## src/rtl/branch_pkg.sv

```systemverilog
// Shared definitions for the branch resolve controller: function codes,
// FSM state encoding and the "likely" decode helper.
package branch_pkg;

   // Branch function codes (low bit of the 1xxx codes selects the likely variant)
   localparam logic [3:0] BF_LTZ = 4'b0010;
   localparam logic [3:0] BF_GEZ = 4'b0011;
   localparam logic [3:0] BF_EQ  = 4'b1000;
   localparam logic [3:0] BF_NE  = 4'b1010;
   localparam logic [3:0] BF_LE  = 4'b1100;
   localparam logic [3:0] BF_GT  = 4'b1110;

   typedef enum logic [1:0] {
      ST_IDLE     = 2'd0,
      ST_EVAL     = 2'd1,
      ST_RESOLVE  = 2'd2,
      ST_REDIRECT = 2'd3
   } br_state_t;

   // Likely variants are the two-operand codes with bf[0] set; 0010/0011 have bf[3]=0
   function automatic logic is_likely(input logic [3:0] bf);
      return bf[3] & bf[0];
   endfunction

endpackage

```

## src/rtl/branch_cond_eval.sv

```systemverilog
// Combinational branch condition evaluator: signed compares selected by bf.
module branch_cond_eval
   import branch_pkg::*;
#(
   parameter int DW = 32
) (
   input  logic [3:0]    bf,
   input  logic [DW-1:0] a,
   input  logic [DW-1:0] b,
   output logic          taken,
   output logic          likely
);

   logic signed [DW-1:0] sa;
   logic signed [DW-1:0] sb;

   assign sa = a;
   assign sb = b;

   // Decode the function code; undefined codes are never taken
   always_comb begin
      taken  = 1'b0;
      likely = is_likely(bf);
      if (bf == BF_LTZ) begin
         taken = a[DW-1];
      end else if (bf == BF_GEZ) begin
         taken = ~a[DW-1];
      end else if (bf[3:1] == BF_EQ[3:1]) begin
         taken = (a == b);
      end else if (bf[3:1] == BF_NE[3:1]) begin
         taken = (a != b);
      end else if (bf[3:1] == BF_LE[3:1]) begin
         taken = (sa <= sb);
      end else if (bf[3:1] == BF_GT[3:1]) begin
         taken = (sa > sb);
      end
   end

endmodule

```

## src/rtl/branch_resolve_ctrl.sv

```systemverilog
// Branch resolve sequencer: accepts one branch op from decode, evaluates it,
// drives the fetch redirect and keeps saturating taken/total statistics.
//
// Handshakes: a transfer happens on a rising edge where valid and ready are
// both high. The sender holds valid and its payload stable until that edge;
// ready never depends on the same-cycle valid. br_valid/br_ready transfers
// from decode into this block, redir_valid/redir_ready from this block to fetch.
module branch_resolve_ctrl
   import branch_pkg::*;
#(
   parameter int DW    = 32,
   parameter int AW    = 32,
   parameter int CNT_W = 16
) (
   input  logic             clk,
   input  logic             rst,
   input  logic             br_valid,
   output logic             br_ready,
   input  logic [3:0]       br_bf,
   input  logic [DW-1:0]    br_a,
   input  logic [DW-1:0]    br_b,
   input  logic [AW-1:0]    br_pc,
   input  logic [15:0]      br_off,
   input  logic             flush_i,
   output logic             redir_valid,
   input  logic             redir_ready,
   output logic [AW-1:0]    redir_pc,
   output logic             annul,
   output logic             done,
   output logic             taken,
   output logic [CNT_W-1:0] stat_total,
   output logic [CNT_W-1:0] stat_taken,
   output logic [1:0]       dbg_state
);

   br_state_t         state;
   br_state_t         state_nx;

   logic [3:0]        bf_r;
   logic [DW-1:0]     a_r;
   logic [DW-1:0]     b_r;
   logic [AW-1:0]     pc_r;
   logic [15:0]       off_r;
   logic              taken_r;
   logic              likely_r;
   logic [AW-1:0]     target_r;

   logic              cond_taken;
   logic              cond_likely;
   logic [AW-1:0]     off_sext;
   logic [AW-1:0]     target_nx;
   logic              accept;
   logic              resolve_nt;
   logic              redir_fire;

   branch_cond_eval #(.DW(DW)) u_cond (
      .bf     (bf_r),
      .a      (a_r),
      .b      (b_r),
      .taken  (cond_taken),
      .likely (cond_likely)
   );

   // Word offset is sign-extended to the PC width before the shift; sum wraps mod 2^AW
   assign off_sext  = {{(AW-16){off_r[15]}}, off_r};
   assign target_nx = pc_r + AW'(4) + (off_sext << 2);

   // Flush overrides every event that would otherwise complete in this cycle
   assign accept     = (state == ST_IDLE) & br_valid & ~flush_i;
   assign resolve_nt = (state == ST_RESOLVE) & ~taken_r & ~flush_i;
   assign redir_fire = (state == ST_REDIRECT) & redir_ready & ~flush_i;

   // State register
   always_ff @(posedge clk or posedge rst) begin
      if (rst) state <= ST_IDLE;
      else     state <= state_nx;
   end

   // Next-state logic; flush returns to IDLE from anywhere
   always_comb begin
      state_nx = state;
      if (flush_i) begin
         state_nx = ST_IDLE;
      end else begin
         case (state)
            ST_IDLE:     if (br_valid) state_nx = ST_EVAL;
            ST_EVAL:     state_nx = ST_RESOLVE;
            ST_RESOLVE:  state_nx = taken_r ? ST_REDIRECT : ST_IDLE;
            ST_REDIRECT: if (redir_ready) state_nx = ST_IDLE;
            default:     state_nx = ST_IDLE;
         endcase
      end
   end

   // Outputs decoded from state and the registered outcome
   always_comb begin
      br_ready    = (state == ST_IDLE);
      redir_valid = (state == ST_REDIRECT);
      redir_pc    = target_r;
      done        = resolve_nt | redir_fire;
      taken       = redir_fire;
      annul       = resolve_nt & likely_r;
      dbg_state   = state;
   end

   // Operand capture on accept, condition and target capture in EVAL
   always_ff @(posedge clk or posedge rst) begin
      if (rst) begin
         bf_r     <= '0;
         a_r      <= '0;
         b_r      <= '0;
         pc_r     <= '0;
         off_r    <= '0;
         taken_r  <= 1'b0;
         likely_r <= 1'b0;
         target_r <= '0;
      end else begin
         if (accept) begin
            bf_r  <= br_bf;
            a_r   <= br_a;
            b_r   <= br_b;
            pc_r  <= br_pc;
            off_r <= br_off;
         end
         if (state == ST_EVAL && !flush_i) begin
            taken_r  <= cond_taken;
            likely_r <= cond_likely;
            target_r <= target_nx;
         end
      end
   end

   // Saturating statistics, bumped only when an op completes
   always_ff @(posedge clk or posedge rst) begin
      if (rst) begin
         stat_total <= '0;
         stat_taken <= '0;
      end else begin
         if (done && stat_total != '1) stat_total <= stat_total + CNT_W'(1);
         if (redir_fire && stat_taken != '1) stat_taken <= stat_taken + CNT_W'(1);
      end
   end

endmodule
```

## config.mk

```make
export PLATFORM = sky130hd
export DESIGN_NAME = branch_resolve_ctrl
export DESIGN_NICKNAME = d
export VERILOG_FILES = /design/src/rtl/branch_pkg.sv /design/src/rtl/branch_cond_eval.sv /design/src/rtl/branch_resolve_ctrl.sv
export SDC_FILE = /design/constraint.sdc
export NUM_CORES = 1
export LEC_CHECK = 0
export CORE_ASPECT_RATIO = 1.5
export CORE_MARGIN = 2
export CORE_UTILIZATION = 47
export DETAILED_ROUTE_END_ITERATION = 10
export PLACE_DENSITY = 0.79
export SETUP_SLACK_MARGIN = 0.2
export SLEW_MARGIN = 10
export SYNTH_ARGS = -nofsm -noshare
export SYNTH_HDL_FRONTEND = slang
export SYNTH_SLANG_ARGS = --single-unit
```

## constraint.sdc

```tcl
create_clock -name clk -period 6.05 [get_ports clk]
set_clock_uncertainty 0.15 [all_clocks]
set_input_delay 1.21 -clock clk [delete_from_list [all_inputs] [get_ports clk]]
set_output_delay 1.21 -clock clk [all_outputs]
set_load 0.02 [all_outputs]
```

==> impl.org <==
** Yosys
- Counting every net in the synthesized netlist gives 1,103.
- Sorting the synthesized cells by area gives the leading types as sky130_fd_sc_hd__dfrtp_1 (47%), sky130_fd_sc_hd__ha_1 (12%), sky130_fd_sc_hd__mux2_2 (9.7%).
- Number of distinct library cells after synthesis :: 63
- sky130_fd_sc_hd__dfrtp_1 takes more of the synthesized area than any other cell.
- Sequential cells were found to cover 47.32% of the synthesized design area.
- Prevailing post-synth register cell :: sky130_fd_sc_hd__dfrtp_1
- Summing every instance area after synthesis gives 0.009731 mm^2.
- The top cell type by area accounts for 47.32% of the synthesized area.
- During synthesis, Yosys emitted a total of 0 warnings.
- Post-synth EDFFs :: 0
- Synthesis produced 890 cells.
- Async set-reset flop share out of synthesis :: 100.0%
- The average instance in the mapped netlist occupies 10.93 um^2.
- Synthesis-stage register bit count :: 184

** Worst hold path
- The worst hold path begins at pc_r[1].
- Worst hold-check path type :: reg -> reg

** Layout
- The number of antenna diodes in the final layout is 0.
- Combined flip-flop and latch cell area :: 0.004604 mm^2
- In the final layout, the multi-input gates occupy 0.004847 mm^2.
- Of the cells placed in the final design, the portion with a size suffix greater than 1 is 12.81%.
- At the end of the flow the core is filled with cells to 61.58%.
- In the final design database the tool counted 1,286 nets.
- Leaving out fill and tap cells, the most frequent cell in the layout is sky130_fd_sc_hd__clkdlybuf4s50_1.
- Synthesis-to-layout area growth :: 28.71%
- Fill cell count :: 1,688
- Commonest non-fill, non-tap cells in the layout :: sky130_fd_sc_hd__clkdlybuf4s50_1 (191), sky130_fd_sc_hd__dfrtp_1 (184), sky130_fd_sc_hd__nand2_1 (94)

** Floorplanning
- Count of boundary I/O pins :: 192
- Row generation in the floorplan step produced 64 rows.
- Die height :: 180.2 um
- Standard cell core area :: 0.02034 mm^2
- The floorplan step set the die width to 121.5 um.
- Starting utilization of the core area :: 47.84%
- The floorplan step defined a die boundary enclosing 0.02189 mm^2.

** CTS
- CTS tree :: built
- CTS Sinks :: 184
- In this run, post-CTS hold repair placed 0 buffers.
- The tree is rooted in a sky130_fd_sc_hd__clkbuf_16.
- Insertion delay of the later-clocked pin in the worst-skew pair :: 0.43 ns
- Clock slew seen by the registers of the worst setup and hold paths :: 0.06 ns
- Post-cts sizing count :: 0
- Number of buffers on the longest clock path :: 2
- Buffers inserted during clock tree synthesis total 17.
- In this run the post-CTS setup repair buffer count came out at 0.
- H-Tree Depth :: 4

** Critical path
- Largest stage delay on the critical path :: 0.67 ns
- At the worst endpoint, the arrival time is 2.84 ns.
- Critical path class :: in -> out
- CP most frequent cell :: sky130_fd_sc_hd__clkdlybuf4s50_1
- Together, buffers and inverters on the worst path number 2.
- Largest driver fanout on the critical path :: 5
- Reg2reg start :: off_r[15]
- Crit. Startpoint :: flush_i
- Walking the worst path, the cells encountered are clkdlybuf4s50_1 -> nand2b_1 -> nor2_1 -> clkdlybuf4s50_1.
- Among all stages on the critical path, the largest delay is contributed by sky130_fd_sc_hd__clkdlybuf4s50_1.
- Broken down by cell family, the worst path's largest delay share belongs to buffers and inverters.
- STA puts the critical path data required time at 4.69 ns.
- Element type at the critical path start :: input pin
- Endpoint type of the worst setup path :: primary output

** Timing
- Final Slew Violations :: 0
- Tcrit/Tclk final :: 69.41%
- Measured against its own limit, the worst slew margin works out to 28.75%.
- Achievable clock frequency :: 238.1 MHz
- For the pin with the worst max-slew slack, the measured transition is 1.065 ns.
- Setup total negative slack on the finished layout was measured at 0 ns.
- Setup repair after global routing missed its margin :: no
- Time the final worst path needs with I/O delays and setup :: 4.199 ns
- Fin. Hold Viols :: 0
- Setup violations remaining at the end of the flow were counted as 0.

** Global route
- Via count of the first global-routing pass :: 7,399
- Global-route wire length before repair :: 35,330 um
- Aggregate global routing overflow :: 0
- Across every metal layer, demand over resource in global routing totals 20.18%.
- The initial antenna violation count is 0.
- Entering global routing, the biggest net connects 185 pins.

** Run
- Across the run, the number of max-cap violations was 0.

** Status
- Result of the run :: finished clean

** Power and ir drop
- VDD sags by at most 0.2280 mV.
- PwrDens :: 426.5 mW/mm^2
- The analysis attributes to cell leakage a power of 5.535 nW.

** Drt
- Antenna viol nets, final :: 0
- Drt first-iter violations :: 278
- Routed wire per std cell :: 15.93 um
- DRC violation count after routing :: 0
- Via count :: 7,218
- Dividing the detail-routed via count by the number of cells gives 5.351.
- Number of detailed-routing iterations run before antenna repair :: 5
- For this block, the routed nets add up to 21,490 um of wire.

** Placement
- DPL Wire Length :: 15,390 um
- Port Buf Inserts :: 191
- The congestion estimate from routability-driven global placement came to 0.8312.
-- layout make-up --
type	instances	area share (%)
clock buffers	21	3.756
clock inverters	10	1.149
inverters	46	1.409
multi-input cells	631	38.70
flip-flops and latches	184	36.76
well taps	264	2.637
repair buffers	193	15.58
-- report_power, final --
part / switching (mW) / internal [mW]
Clock: 0.472 / 0.683
Sequential: 0.208 / 1.56
Combinational: 1.29 / 1.12
-- cells by family (layout without fill, tap and decap cells) --
kind of cell	count (synthesis)	count (layout)	share of synthesized area (%)
compound gates	171	171	11.68
xor+xnor	53	53	4.771
fa+ha+maj	92	92	11.91
buf+inv	75	270	2.983
flops	184	184	47.32
mux	87	87	10.03
simple gates	228	228	11.32
-- registers in the layout, summed over array words and instances (netlist names) --
register and count:
redir_pc 32, off_r 16, stat_taken 16, dbg_state 2, b_r 32, taken_r 1, stat_total 16, a_r 32
pc_r 32, bf_r 4, likely_r 1
-- cell usage after synthesis, types with 2 or more instances --
library cell and number:
sky130_fd_sc_hd__dfrtp_1 184, sky130_fd_sc_hd__nor2_1 34, sky130_fd_sc_hd__clkbuf_1 20, sky130_fd_sc_hd__o211ai_1 4, sky130_fd_sc_hd__o31ai_1 2, sky130_fd_sc_hd__mux2_2 84, sky130_fd_sc_hd__o21ai_1 5, sky130_fd_sc_hd__a21oi_1 37
sky130_fd_sc_hd__o21bai_1 3, sky130_fd_sc_hd__nor3_1 9, sky130_fd_sc_hd__o211ai_2 2, sky130_fd_sc_hd__nor4_1 2, sky130_fd_sc_hd__inv_1 46, sky130_fd_sc_hd__nand3_1 28, sky130_fd_sc_hd__a221o_1 2, sky130_fd_sc_hd__and2_1 4
sky130_fd_sc_hd__nand3b_1 2, sky130_fd_sc_hd__a31oi_1 2, sky130_fd_sc_hd__o311ai_0 2, sky130_fd_sc_hd__xnor2_1 32, sky130_fd_sc_hd__buf_2 7, sky130_fd_sc_hd__and4_1 5, sky130_fd_sc_hd__a211oi_1 4, sky130_fd_sc_hd__o31a_1 3
sky130_fd_sc_hd__a21o_1 12, sky130_fd_sc_hd__xor2_1 21, sky130_fd_sc_hd__a211oi_2 4, sky130_fd_sc_hd__nor2b_1 2, sky130_fd_sc_hd__nand4_1 16, sky130_fd_sc_hd__and3_1 13, sky130_fd_sc_hd__nand2b_1 8, sky130_fd_sc_hd__o21a_1 5
sky130_fd_sc_hd__mux2i_1 3, sky130_fd_sc_hd__nand2_1 95, sky130_fd_sc_hd__a211o_1 4, sky130_fd_sc_hd__buf_1 2, sky130_fd_sc_hd__ha_1 91, sky130_fd_sc_hd__o21ai_0 66
-- worst register-to-register path, cell delays in order (launching register included) --
cell and delay [ns]:
sky130_fd_sc_hd__dfrtp_1 0.75, sky130_fd_sc_hd__ha_1 0.36, sky130_fd_sc_hd__ha_1 0.39, sky130_fd_sc_hd__and4_1 0.28, sky130_fd_sc_hd__a41oi_1 0.24, sky130_fd_sc_hd__o21ai_0 0.21
sky130_fd_sc_hd__nor3_1 0.49, sky130_fd_sc_hd__nor2_1 0.14, sky130_fd_sc_hd__xnor2_1 0.15, sky130_fd_sc_hd__o21ai_0 0.19
-- routing by layer --
| layer | up-vias | share of wire (%) | GRT usage, % |
|---|---|---|---|
| li1 | 3530 | - | - |
| met4 | 0 | 2.3 | 6.621 |
| met3 | 33 | 4.4 | 5.127 |
| met5 | - | 0 | 0 |
| met1 | 3508 | 40 | 22.89 |
| met2 | 147 | 53 | 36.49 |
-- worst paths after layout --
check	endpoint	slack, ns	cells after the start
setup / recovery	taken	1.85	4
hold / removal	redir_pc[1]	0.32	2
setup reg to reg	redir_pc[24]	2.59	9
hold reg to reg	redir_pc[1]	0.32	2
max in group asynchronous	b_r[3]	3.74	3
min in group asynchronous	pc_r[21]	1.27	3
-- metrics by stage --
stage          setup WS (ns)  instance area (um^2)  hold WS, ns  total power [mW]  instances
6_report               1.851                 12520       0.3160             5.342       1349
4_1_cts                1.830                 12520       0.3204             5.390       1349
3_3_place_gp           1.849                 11910       0.2929             4.133       1318
5_1_grt                1.760                 12520       0.3615             5.743       1349
3_5_place_dp           1.855                 11910       0.3036             4.195       1318
2_1_floorplan          2.325                  9734       0.2848             3.456        890
No activity file was read; power rests on OpenSTA's default activity.
